--- src/rtl/register_pipeline.sv ---
// Stallable, flushable fixed-latency delay line of DEPTH stages with an occupancy count.
// Define REGISTER_PIPELINE_DATA_RESET_EN to give the data registers an asynchronous reset.
module register_pipeline #(
    parameter int WIDTH = 8,
    parameter int DEPTH = 4,
    localparam int CW = (DEPTH == 0) ? 1 : $clog2(DEPTH + 1)
) (
    input  logic             clk,
    input  logic             rst,
    input  logic             en,
    input  logic             flush,
    input  logic [WIDTH-1:0] in,
    input  logic             valid_in,
    output logic [WIDTH-1:0] out,
    output logic             valid_out,
    output logic [CW-1:0]    count
);

    generate
        if (DEPTH == 0) begin : g_wire
            logic unused_s;

            assign out       = in;
            assign valid_out = valid_in;
            assign count     = {CW{1'b0}};
            assign unused_s  = ^{clk, rst, en, flush};
        end else begin : g_pipe
            logic [WIDTH-1:0] data_r [DEPTH];
            logic [DEPTH-1:0] valid_r;
            logic [DEPTH-1:0] valid_nxt_s;
            logic [CW-1:0]    count_r;
            logic [CW-1:0]    count_nxt_s;

            // Next valid vector: flush wins over shifting, stall holds.
            always_comb begin
                valid_nxt_s = valid_r;
                if (flush) begin
                    valid_nxt_s = {DEPTH{1'b0}};
                end else if (en) begin
                    valid_nxt_s[0] = valid_in;
                    for (int i = 1; i < DEPTH; i++) begin
                        valid_nxt_s[i] = valid_r[i-1];
                    end
                end else begin
                    valid_nxt_s = valid_r;
                end
            end

            // Occupancy tracks the valid popcount: one in at stage 0, one out at the last stage.
            always_comb begin
                count_nxt_s = count_r;
                if (flush) begin
                    count_nxt_s = {CW{1'b0}};
                end else if (en) begin
                    count_nxt_s = count_r + CW'(valid_in) - CW'(valid_r[DEPTH-1]);
                end else begin
                    count_nxt_s = count_r;
                end
            end

            // Valid bits and count always carry an asynchronous reset.
            always_ff @(posedge clk or posedge rst) begin
                if (rst) begin
                    valid_r <= {DEPTH{1'b0}};
                    count_r <= {CW{1'b0}};
                end else begin
                    valid_r <= valid_nxt_s;
                    count_r <= count_nxt_s;
                end
            end

`ifdef REGISTER_PIPELINE_DATA_RESET_EN
            // Data shift register, cleared on reset; words move regardless of validity.
            always_ff @(posedge clk or posedge rst) begin
                if (rst) begin
                    for (int i = 0; i < DEPTH; i++) begin
                        data_r[i] <= {WIDTH{1'b0}};
                    end
                end else if (en) begin
                    data_r[0] <= in;
                    for (int i = 1; i < DEPTH; i++) begin
                        data_r[i] <= data_r[i-1];
                    end
                end
            end
`else
            // Data shift register without reset; words move regardless of validity.
            always_ff @(posedge clk) begin
                if (en) begin
                    data_r[0] <= in;
                    for (int i = 1; i < DEPTH; i++) begin
                        data_r[i] <= data_r[i-1];
                    end
                end
            end
`endif

            assign out       = data_r[DEPTH-1];
            assign valid_out = valid_r[DEPTH-1];
            assign count     = count_r;
        end
    endgenerate

endmodule

--- config.mk ---
export PLATFORM = sky130hd
export DESIGN_NAME = register_pipeline
export DESIGN_NICKNAME = d
export VERILOG_FILES = /design/src/rtl/register_pipeline.sv
export SDC_FILE = /design/constraint.sdc
export NUM_CORES = 1
export LEC_CHECK = 0
export BUFFER_PORTS_ARGS = -buffer_cell sky130_fd_sc_hd__buf_2
export CAP_MARGIN = 20
export CORE_MARGIN = 2
export CORE_UTILIZATION = 54
export DETAILED_ROUTE_END_ITERATION = 12
export HOLD_SLACK_MARGIN = 0.05
export PLACE_DENSITY_LB_ADDON = 0.12
export SLEW_MARGIN = 20
export SYNTH_ARGS = -nofsm -noshare
export SYNTH_HDL_FRONTEND = slang
export SYNTH_SLANG_ARGS = --single-unit
export TNS_END_PERCENT = 100
--- constraint.sdc ---
create_clock -name clk -period 3.4 [get_ports clk]
set_input_delay 0.68 -clock clk [delete_from_list [all_inputs] [get_ports clk]]
set_output_delay 0.68 -clock clk [all_outputs]
set_load 0.01 [all_outputs]
Word-level counts from Yosys, hierarchy flattened
Memories as Yosys holds them, arrays and structs flattened.
Cells that the tools add are included.

cells by class
  multipliers = 0
  reduce and logical (&&, ||, !) cells = 1
  $add $sub $neg = 2
  magnitude comparators = 0
  mux-type cells = 6
  shift-type cells = 0
  bitwise gates (word level) = 0
  divide/modulo/power cells = 0
  equality and inequality tests = 0

operators with widths
  kind                                         number
  4-bit two-way mux                            2
  3-bit two-way mux                            2
  3-bit by 1-bit adder with 3-bit output       1
  3-bit by 1-bit subtractor with 3-bit output  1
  1-bit two-way mux                            2
  2-bit nonzero test                           1

word-level totals
  memories kept = 1
  input port bits = 13
  bits in read-only memories = 0
  bits in registers = 7
  bits in writable memories = 32
  word-level logic and storage cells = 12
  latch bits = 0
  output and inout port bits = 12

memory list
  name           words  width  rd ports  clocked after Yosys merged registers in  write ports  line  text
  g_pipe.data_r  4      8      4         0                                        4            28    logic [WIDTH-1:0] data_r [DEPTH];

Logic depth before layout (Yosys ltp)
  depth after elaboration = 4
  depth in mapped cells = 9
  mapped depth without buffers = 9

Worst setup path before layout
No wires, ideal clock.

  kind = flip-flop to flip-flop
  start point = register g_pipe.valid_r[3]
  end point = register g_pipe.count_r[2] (netlist: count[2])
  cell stages (with the launch flop) = 9
  required time = 3.280 ns
  arrival time = 1.688 ns
  setup time = 0.120 ns
  buffers on the path = 0
  period minus slack after synthesis = 1.808 ns
  setup slack = 1.592 ns
  path through = dfrtp_1 -> ha_1 -> inv_1 -> ha_1 -> inv_1 -> fa_1 -> xor2_1 -> a21oi_1 -> a31o_1

on the way
  word-level cells in the longest chain between the ends = 3

RTL lines
  what                                         line  text
  from (decl)                                  29    logic [DEPTH-1:0] valid_r;
  from (signal assigned)                       64    valid_r <= {DEPTH{1'b0}};
  from (signal assigned)                       67    valid_r <= valid_nxt_s;
  3-bit by 1-bit subtractor with 3-bit output  55    count_nxt_s = count_r + CW'(valid_in) - CW'(valid_r[DEPTH-1]);
  3-bit two-way mux                            54    end else if (en) begin
  3-bit two-way mux                            52    if (flush) begin
  to (signal assigned)                         65    count_r <= {CW{1'b0}};
  to (signal assigned)                         68    count_r <= count_nxt_s;
  to (decl)                                    31    logic [CW-1:0] count_r;

No other way between the ends. The select of a mux whose other input is x is not followed.
A chain may end at the register's enable or synchronous reset.

Worst setup path after layout
Ends and elaborated chain as after synthesis.

==> out/qor.txt <==
Run status = finished, final reports clean
Clock Latency Late Sink = 330 ps
P_sw = 0.169 mW
Footprint of the multi-input gates = 158 sq um
FFs w/ async S/R, synth = 17.9%
Yosys cell types = 14
Setup TNS = 0 ps
Combinational power share = 5.5%
Number of flops mapped to enable cells by yosys = 32
Std cell rows = 17
Largest net degree at the start of global routing = 42
Post-synthesis net count = 81
Leakage = 0.633 nW
Num ports = 25
Flop-to-flop setup slack = 1500 ps
R2R depth = 8
Vias/cell = 4.80
RSZ-0062 raised after global routing = no
YS warnings = 0
Post-CTS sizing = 0
Synth Area in XOR/XNOR = 0.663%
MaxCap Viol Count = 0
Dominant cells by area after synthesis = edfxtp_1 73%, dfrtp_1 13%, mux2i_1 3.8%
Min-delay worst type = input port to asynchronous set/reset pin
Final worst path period need = 1900 ps
Detailed Route Iter0 Violations = 13
Sequential share of power = 68.5%
Count leader, synth = edfxtp_1
Clk network pwr share = 26.0%
CTS Hold Bufs = 0
Internal = 0.650 mW
Tot GR Track Use = 13.3%
Period utilization = 55.9%
Top_reg_cell synth = edfxtp_1
Cells after synthesis = 65
Fraction of the mapped netlist area in adder cells = 3.41%
Largest family of logic cells by synthesized area = multiplexers
Congestion Overflow GR = 0
Initial DRT Pass Iterations = 4
DRC Markers = 0
Critical Path RT = 3630 ps
Final Skew = 5.81 ps
Crit path kind = flop to flop
Clk slew on worst S/H paths = 100 ps
Clock Path Buffers = 2
Share of layout cells above drive strength 1 = 32.6%
Multiplexer area fraction after synthesis = 3.79%
Reg2Reg Launch Point = g_pipe.valid_r[3]
Area of the core = 0.00225 sq mm
Clock sink count = 39
Finished Cell Area = 0.00152 sq mm
Post-synth top area share = 72.7%
Routed WL = 1450 microns
Post-CTS Setup Bufs = 0
N_diodes = 0
Startpoint types = flop
Routed Antenna Nets = 0
Worst EP arrival = 2130 ps
Slowest-stage cell, CP = dfrtp_1
Buffers on Ports = 24
Peak supply drop = 0.000368 V
Number of CTS-inserted buffers = 5
Seq/Total Area, Yosys = 86.0%
Die Span X = 53.5 microns
Initial Util = 58.6%
First-pass GRT wire length = 2330 microns
Worst Tran Pin Value = 849 ps
Full die area = 0.00286 sq mm
FILL cells = 178
CP peak stage delay = 420 ps
Final hold vios = 0
Most instantiated cells after synthesis = 32 x edfxtp_1, 7 x dfrtp_1, 7 x nor2_1
Final HPWL DP = 962 microns
CTS tree = done
Critical Path End Type = flop
Worst Path Max Fanout = 3
Vias in the first global route = 518
GPL Wtd Cong = 0.579
Setup-failing EPs final = 0
Post-synthesis simple-gate area fraction = 2.46%
Nets@finish = 110
Slew HR = 43.4%
DP Area = 0.00146 sq mm
Wire length per cell = 11.7 microns
Mapped Avg Cell Area = 20.3 sq um
Post-synth top area cell = edfxtp_1
Die height = 53.5 microns
Initial antenna violation count = 0
Clk Tree Root Cell = clkbuf_4
Sequence of cells on the critical path = ha_1 > inv_1 > ha_1 > inv_1 > fa_1 > xor2_1 > a21oi_1 > a31o_1
Synth Area in Compound Gates = 1.61%
Fmax = 526 MHz
Layout area overhead = 14.9%
Via count = 591
Switching share of power = 20.6%
Number of synthesized register bits = 39
PD cells = 540 mW/mm^2
Max Slew Vio Count = 0
Reg area = 0.00114 sq mm
H-tree depth = 2
Mapped Area = 0.00132 sq mm
R2R Path End = count[2]
==> logic make-up after synthesis <==
logic type      count (synthesis)
flops                          39
mux                             5
simple gates                    8
compound gates                  3
fa+ha+maj                       3
buf+inv                         6
xor+xnor                        1
==> flip-flops by register name, indices dropped and copies added (netlist names) <==
signal,flops
count,3
g_pipe.valid_r,4
g_pipe.data_r,32
==> layer usage <==
layer | routed length, microns | part of all wire, % | up-vias | global-route usage [%]
met4 | 43 | 3.0 | 0 | 8.97
li1 | - | - | 294 | -
met5 | 0 | 0 | - | 0
met2 | 679 | 47 | 20 | 19.1
met3 | 107 | 7.4 | 4 | 7.63
met1 | 614 | 42 | 273 | 14.9
==> cell usage in the layout (no fill, tap or decap) <==
cell type,instances
edfxtp_1,32
buf_2,24
nor2_1,7
dfrtp_1,7
mux2i_1,5
clkbuf_4,5
inv_1,4
ha_1,2
xor2_1,1
nand2b_1,1
a21oi_1,1
a31o_1,1
a211oi_1,1
fa_1,1
clkbuf_1,1
clkinvlp_4,1
clkinv_2,1
==> layout make-up <==
| type | instances | share of cell area (%) |
|---|---|---|
| Multi-Input combinational cell | 20 | 10.4 |
| Clock buffer | 6 | 2.72 |
| Inverter | 4 | 0.989 |
| Timing Repair Buffer | 24 | 7.91 |
| Sequential cell | 39 | 74.9 |
| Tap cell | 28 | 2.31 |
| Clock inverter | 2 | 0.824 |
==> how the worst max path moves through the flow <==
| stage | cells after the start | startpoint | slack [ps] | end |
|---|---|---|---|---|
| detailed placement | 7 | valid_in | 1470 | count[2] |
| global placement | 7 | valid_in | 1510 | count[2] |
| global route | 8 | g_pipe.valid_r[3] | 1390 | count[2] |
| floorplan | 8 | g_pipe.valid_r[3] | 1590 | count[2] |
| CTS | 8 | g_pipe.valid_r[3] | 1490 | count[2] |
| finish | 8 | g_pipe.valid_r[3] | 1500 | count[2] |
==> through the flow <==
| step | std cells | power (mW) | util [%] | hold WS (ps) | setup WS, ps |
|---|---|---|---|---|---|
| after floorplan | 65 | 0.592 | - | 400 | 1590 |
| after global placement | 115 | 0.615 | 64.9 | 400 | 1510 |
| after detailed placement | 115 | 0.618 | 64.9 | 405 | 1470 |
| after CTS | 123 | 0.832 | 67.3 | 250 | 1490 |
| after global routing | 123 | 0.862 | 67.3 | 254 | 1390 |
| final | 123 | 0.819 | 67.3 | 259 | 1500 |
==> power groups by stage <==
stage          sequential (mW)  clock [mW]  combinational, mW
3_5_place_dp             0.573           0             0.0456
6_report                 0.561       0.213             0.0447
4_1_cts                  0.562       0.224             0.0457
5_1_grt                  0.565       0.246             0.0514
2_1_floorplan            0.575           0             0.0175
3_3_place_gp             0.570           0             0.0442
==> worst max-delay path: cells and delay by family (launching register included) <==
kind                       cells  cell delay (ps)
adders and majority gates      3              800
DFF                            1              420
AOI/OAI and AO/OA              2              310
xor gates and xnor gates       1              180
buffers and inverters          2              110
Power figures use the tool's default switching activity.
